<file path="src/rtl/ct_arb_pkg.sv">
// Shared types and the round-robin pick function for the ciphertext-memory
// read arbiter and the planned key-range dispatcher.
package ct_arb_pkg;

  localparam int CT_ADDR_W = 8;
  localparam int CT_DATA_W = 8;
  localparam int CT_RD_LAT = 1;

  // Widest requester set the picker supports; narrower users zero-extend.
  localparam int MAX_REQ   = 8;
  localparam int MAX_PTR_W = 3;

  typedef logic [CT_ADDR_W-1:0] ct_addr_t;
  typedef logic [CT_DATA_W-1:0] ct_data_t;
  typedef logic [MAX_REQ-1:0]   req_vec_t;

  // One-hot pick of the first asserted req at or after ptr, wrapping modulo n.
  function automatic req_vec_t rr_pick(input req_vec_t req,
                                       input logic [MAX_PTR_W-1:0] ptr,
                                       input int unsigned n);
    req_vec_t    pick;
    logic        found;
    int unsigned slot;
    pick  = '0;
    found = 1'b0;
    for (int unsigned k = 0; k < MAX_REQ; k++) begin
      slot = (32'(ptr) + k) % n;
      if (!found && (k < n) && req[slot[MAX_PTR_W-1:0]]) begin
        pick[slot[MAX_PTR_W-1:0]] = 1'b1;
        found = 1'b1;
      end
    end
    return pick;
  endfunction

endpackage

</file>
<file path="src/rtl/rr_pick_nxt.sv">
// Pure round-robin priority picker: request vector and pointer in,
// one-hot grant and its binary index out. No state.
module rr_pick_nxt
  import ct_arb_pkg::*;
#(
  parameter int N = 2,
  localparam int PW = (N > 1) ? $clog2(N) : 1
) (
  input  logic [N-1:0]  req,
  input  logic [PW-1:0] ptr,
  output logic [N-1:0]  gnt,
  output logic [PW-1:0] idx
);

  req_vec_t             req_ext;
  req_vec_t             pick;
  logic [MAX_PTR_W-1:0] ptr_ext;

  always_comb begin
    req_ext          = '0;
    req_ext[N-1:0]   = req;
    ptr_ext          = '0;
    ptr_ext[PW-1:0]  = ptr;
    pick             = rr_pick(req_ext, ptr_ext, N);
    gnt              = pick[N-1:0];
    idx              = '0;
    // Bits above N never fire, so scanning all of them is harmless.
    for (int i = 0; i < MAX_REQ; i++) begin
      if (pick[i]) idx = PW'(i);
    end
  end

endmodule

</file>
<file path="src/rtl/ct_rd_arb.sv">
// Round-robin sharing of the single ct_mem read port between NUM_REQ crack
// engines, with a latency-matched one-hot rvalid return path.
module ct_rd_arb
  import ct_arb_pkg::*;
#(
  parameter int NUM_REQ = 2,
  parameter int ADDR_W  = CT_ADDR_W,
  parameter int DATA_W  = CT_DATA_W,
  parameter int RD_LAT  = CT_RD_LAT
) (
  input  logic                      clk,
  input  logic                      rst_n,
  input  logic [NUM_REQ-1:0]        req,
  input  logic [NUM_REQ*ADDR_W-1:0] req_addr,
  output logic [NUM_REQ-1:0]        gnt,
  output logic [NUM_REQ-1:0]        rvalid,
  output logic [DATA_W-1:0]         rdata,
  output logic [ADDR_W-1:0]         mem_addr,
  input  logic [DATA_W-1:0]         mem_rddata,
  output logic                      busy
);

  localparam int PW = (NUM_REQ > 1) ? $clog2(NUM_REQ) : 1;

  logic [PW-1:0]      ptr;
  logic [PW-1:0]      idx;
  logic [ADDR_W-1:0]  addr_q;
  logic [ADDR_W-1:0]  addr_sel;
  logic [NUM_REQ-1:0] tag_pipe [RD_LAT];

  rr_pick_nxt #(.N(NUM_REQ)) u_pick (
    .req (req),
    .ptr (ptr),
    .gnt (gnt),
    .idx (idx)
  );

  // NOTE: defaulting every always_comb output first keeps the tool from
  // inferring a latch on paths where no branch assigns it.
  always_comb begin
    addr_sel = addr_q;
    for (int i = 0; i < NUM_REQ; i++) begin
      if (gnt[i]) addr_sel = req_addr[i*ADDR_W +: ADDR_W];
    end
  end

  assign mem_addr = addr_sel;

  // NOTE: state registers use non-blocking assignment so every flop samples
  // pre-edge values regardless of block evaluation order.
  always_ff @(posedge clk or negedge rst_n) begin
    if (!rst_n) begin
      ptr    <= '0;
      addr_q <= '0;
    end else if (|gnt) begin
      // Explicit wrap keeps non-power-of-two NUM_REQ correct.
      ptr    <= (idx == PW'(NUM_REQ - 1)) ? '0 : idx + 1'b1;
      addr_q <= addr_sel;
    end
  end

  // NOTE: the tag pipeline is control state and must be reset so no stale
  // rvalid survives; a data-only memory would not need this.
  always_ff @(posedge clk or negedge rst_n) begin
    if (!rst_n) begin
      for (int s = 0; s < RD_LAT; s++) tag_pipe[s] <= '0;
    end else begin
      tag_pipe[0] <= gnt;
      for (int s = 1; s < RD_LAT; s++) tag_pipe[s] <= tag_pipe[s-1];
    end
  end

  assign rvalid = tag_pipe[RD_LAT-1];
  assign rdata  = mem_rddata;

  always_comb begin
    busy = |gnt;
    for (int s = 0; s < RD_LAT; s++) busy = busy | (|tag_pipe[s]);
  end

  req_known: assert property (@(posedge clk) disable iff (!rst_n) !$isunknown(req));

endmodule

</file>
<file path="config.mk">
export PLATFORM = sky130hd
export DESIGN_NAME = ct_rd_arb
export DESIGN_NICKNAME = d
export VERILOG_FILES = /design/src/rtl/ct_arb_pkg.sv /design/src/rtl/rr_pick_nxt.sv /design/src/rtl/ct_rd_arb.sv
export SDC_FILE = /design/constraint.sdc
export NUM_CORES = 1
export LEC_CHECK = 0
export BUFFER_PORTS_ARGS = -buffer_cell sky130_fd_sc_hd__buf_2
export CAP_MARGIN = 10
export CELL_PAD_IN_SITES_DETAIL_PLACEMENT = 0
export CELL_PAD_IN_SITES_GLOBAL_PLACEMENT = 1
export CORE_MARGIN = 2
export CORE_UTILIZATION = 27
export CTS_BUF_LIST = sky130_fd_sc_hd__clkbuf_8
export CTS_CLUSTER_DIAMETER = 200
export CTS_CLUSTER_SIZE = 24
export DETAILED_ROUTE_END_ITERATION = 8
export HOLD_SLACK_MARGIN = 0.05
export PLACE_DENSITY = 0.79
export SLEW_MARGIN = 20
export SYNTH_ARGS = -nofsm -noshare
export SYNTH_HDL_FRONTEND = slang
export SYNTH_SLANG_ARGS = --single-unit
</file>
<file path="constraint.sdc">
create_clock -name clk -period 0.96 [get_ports clk]
set_input_delay 0.096 -clock clk [delete_from_list [all_inputs] [get_ports clk]]
set_output_delay 0.096 -clock clk [all_outputs]
set_load 0.02 [all_outputs]
</file>
==> impl_metrics.json <==
{
  "netlist_instances": 71,
  "finalCriticalPeriod_ns": 1.44,
  "synth-seq-cells": 11,
  "die_h_um": 56.1,
  "ioPinCount": 49,
  "rsz0062_at_grt": "true",
  "slowest_stage": "dfrtp_1",
  "min_from": "req[1]",
  "synth.most_common_cell": "a21oi_1",
  "gp_congestion": 0.643,
  "setup_violations": 21,
  "cp_max_fo": 5,
  "failed_checks": "setup timing",
  "cts_root_buf": "clkbuf_8",
  "p_total_uw": 1710,
  "dieArea_um2": 3140,
  "drt_iter0_drc": 6,
  "cp.required_ns": 0.86,
  "syn-cell-area_um2": 732,
  "worstSetupEndpointType": "output port",
  "clk_pin_slew_ns": 0.05,
  "powerDensity_nw_per_um2": 1450,
  "slew_violations": 0,
  "cts.sinks": 11,
  "synth_area_per_cell_um2": 10.3,
  "drive_above_1_share_pct": 67.0,
  "initial_core_util_pct": 29.0,
  "ant_nets": 0,
  "post-synth-top-area-cell": "dfrtp_1",
  "synth_edf_count": 0,
  "r2r_start": "ptr",
  "synth_cell_types": 14,
  "startpoint_type": "flop",
  "post-synth-top-area-fraction_pct": 37.6,
  "ir_drop_mv": 0.824,
  "cp.arrival_ns": 1.35,
  "status": "finished with violations",
  "slew_headroom_pct": 70.1,
  "hold_violations": 0,
  "final.setup.worst_slack_ns": -0.482,
  "max_slew.worst_pin.slew_ns": 0.448,
  "synth.area.top_cells": "dfrtp_1 38%, o32ai_2 18%, a21oi_1 11%, buf_4 9.2%, or2b_1 8.2%",
  "dpl.cell_count": 128,
  "area_delta_synth_final_pct": 60.9,
  "hp-class": "input pin to flop",
  "drc_errors": 0,
  "grtUsageTotal_pct": 13.2,
  "synth_flop_cell": "dfrtp_1",
  "setup_tns_ns": -5.54,
  "async_flop_share_pct": 100,
  "antenna_found_initial": 0,
  "period_share_pct": 150,
  "finClkSkew_ns": 0.000360,
  "core_area_um2": 2520,
  "worstSetupStartpoint": "ptr",
  "syn_nets": 99,
  "preCtsSetupSlack_ns": -0.458,
  "grt_pass1_wl_um": 3340,
  "leakagePower_uw": 0.000499,
  "rows": 18,
  "ys_warn_count": 0,
  "clk_path_buf_depth": 2,
  "antenna_cells": 0,
  "io_buffers": 32,
  "cts_tree": "done",
  "insertion_delay_ns": 0.23,
  "grt_pass1_vias": 701,
  "maxCapViolations": 0,
  "yosysSeqAreaShare_pct": 37.6,
  "dp_hpwl_um": 1410,
  "die_w_um": 56.1,
  "drt-pass1-iter-count": 4,
  "ctsHtreeMaxLevel": 1,
  "gr-total-overflow": 0,
  "cpPeakStageDelay_ns": 0.38,
  "cts_buffers": 3,
  "crit_type": "flop to output port",
  "wl_um": 2020,
  "grt_max_degree": 16,
  "route.detailed.wl_per_inst_um": 14.9,
  "instances_no_fill": 136,
  "nets": 135,
  "fmax_mhz": 693,
  "synth.top_cells.by_count": "16 x a21oi_1, 11 x dfrtp_1, 9 x buf_4",
  "via_count": 669,
  "via_per_inst": 4.92,
  "crit_chain": "and2b_4, o32ai_4, a21oi_2, buf_6"
}
## critical path, delay by kind of cell, from the launching register on
kind                   cells  cell delay, ns
buffers and inverters      1            0.14
AND/OR/NAND/NOR            1            0.34
AO/OA/AOI/OAI              2            0.25
flip-flops                 1            0.38
## layout make-up
cell class                      count  area [um2]
Clock buffer                        3        41.3
Clock inverter                      1        3.75
Fill cell                         244        1350
Inverter                            1        3.75
Multi-Input combinational cell     46         477
Sequential cell                    11         275
Tap cell                           30        37.5
Timing Repair Buffer               44         339
## state kept, by name, indices dropped and copies added (netlist names)
signal / count
addr_q: 8
rvalid: 2
ptr: 1
## kinds of logic (layout without fill, tap and decap cells)
| logic type | Yosys count | count (layout) | share of synthesized area [%] |
|---|---|---|---|
| buf+inv | 15 | 49 | 14.9 |
| compound gates | 34 | 34 | 36.2 |
| flops | 11 | 11 | 37.6 |
| simple gates | 11 | 12 | 11.3 |
## where the power goes
group / total [uW] / internal (uW) / switching, uW
Clock: 457 / 281 / 176
Combinational: 716 / 347 / 369
Sequential: 538 / 522 / 16.2
## cell usage in the layout, fill, tap and decap left out, drive strengths merged
cell type and n:
a21boi 1, or2b 8, inv 2, a21o 1, a21oi 16, dfrtp 11
nor2 1, o21ai 8, dlygate4sd3 1, o32ai 8, and2b 2, clkbuf 3
or4 1, buf 43
## path summary, 6_finish.rpt
kind / slack [ns] / end / cells after the start
max in group asynchronous: 0.48 / rvalid[0] / 2
min: 0.11 / rvalid[0] / 2
max reg2reg: -0.12 / ptr / 4
min in group asynchronous: 0.27 / addr_q[6] / 2
max: -0.48 / mem_addr[5] / 4
min reg2reg: 0.62 / addr_q[0] / 2
## layer usage
metal  vias to the layer above  part of all wire, %  GRT usage [%]
li1                        325                    -              -
met1                       314                   42           16.2
met2                        26                   50           22.0
met3                         4                  7.2           3.49
met4                         0                 0.99           4.76
met5                         -                    0              0
## through the flow
stage	util, %	hold WS [ns]	cell area [um2]
2_1_floorplan	-	-0.200	764
3_3_place_gp	37.1	-0.0190	935
3_5_place_dp	37.1	-0.0131	935
4_1_cts	43.5	0.0847	1100
5_1_grt	46.7	0.110	1180
6_report	46.7	0.106	1180
## repair_timing
item                       CTS  global route
setup buffers                1             2
cloned                       1             0
hold buffers                 1             0
setup endpoints to repair   21            21
hold endpoints to repair    11             0
gates resized for setup     25            15
No activity file was read; power rests on OpenSTA's default activity.
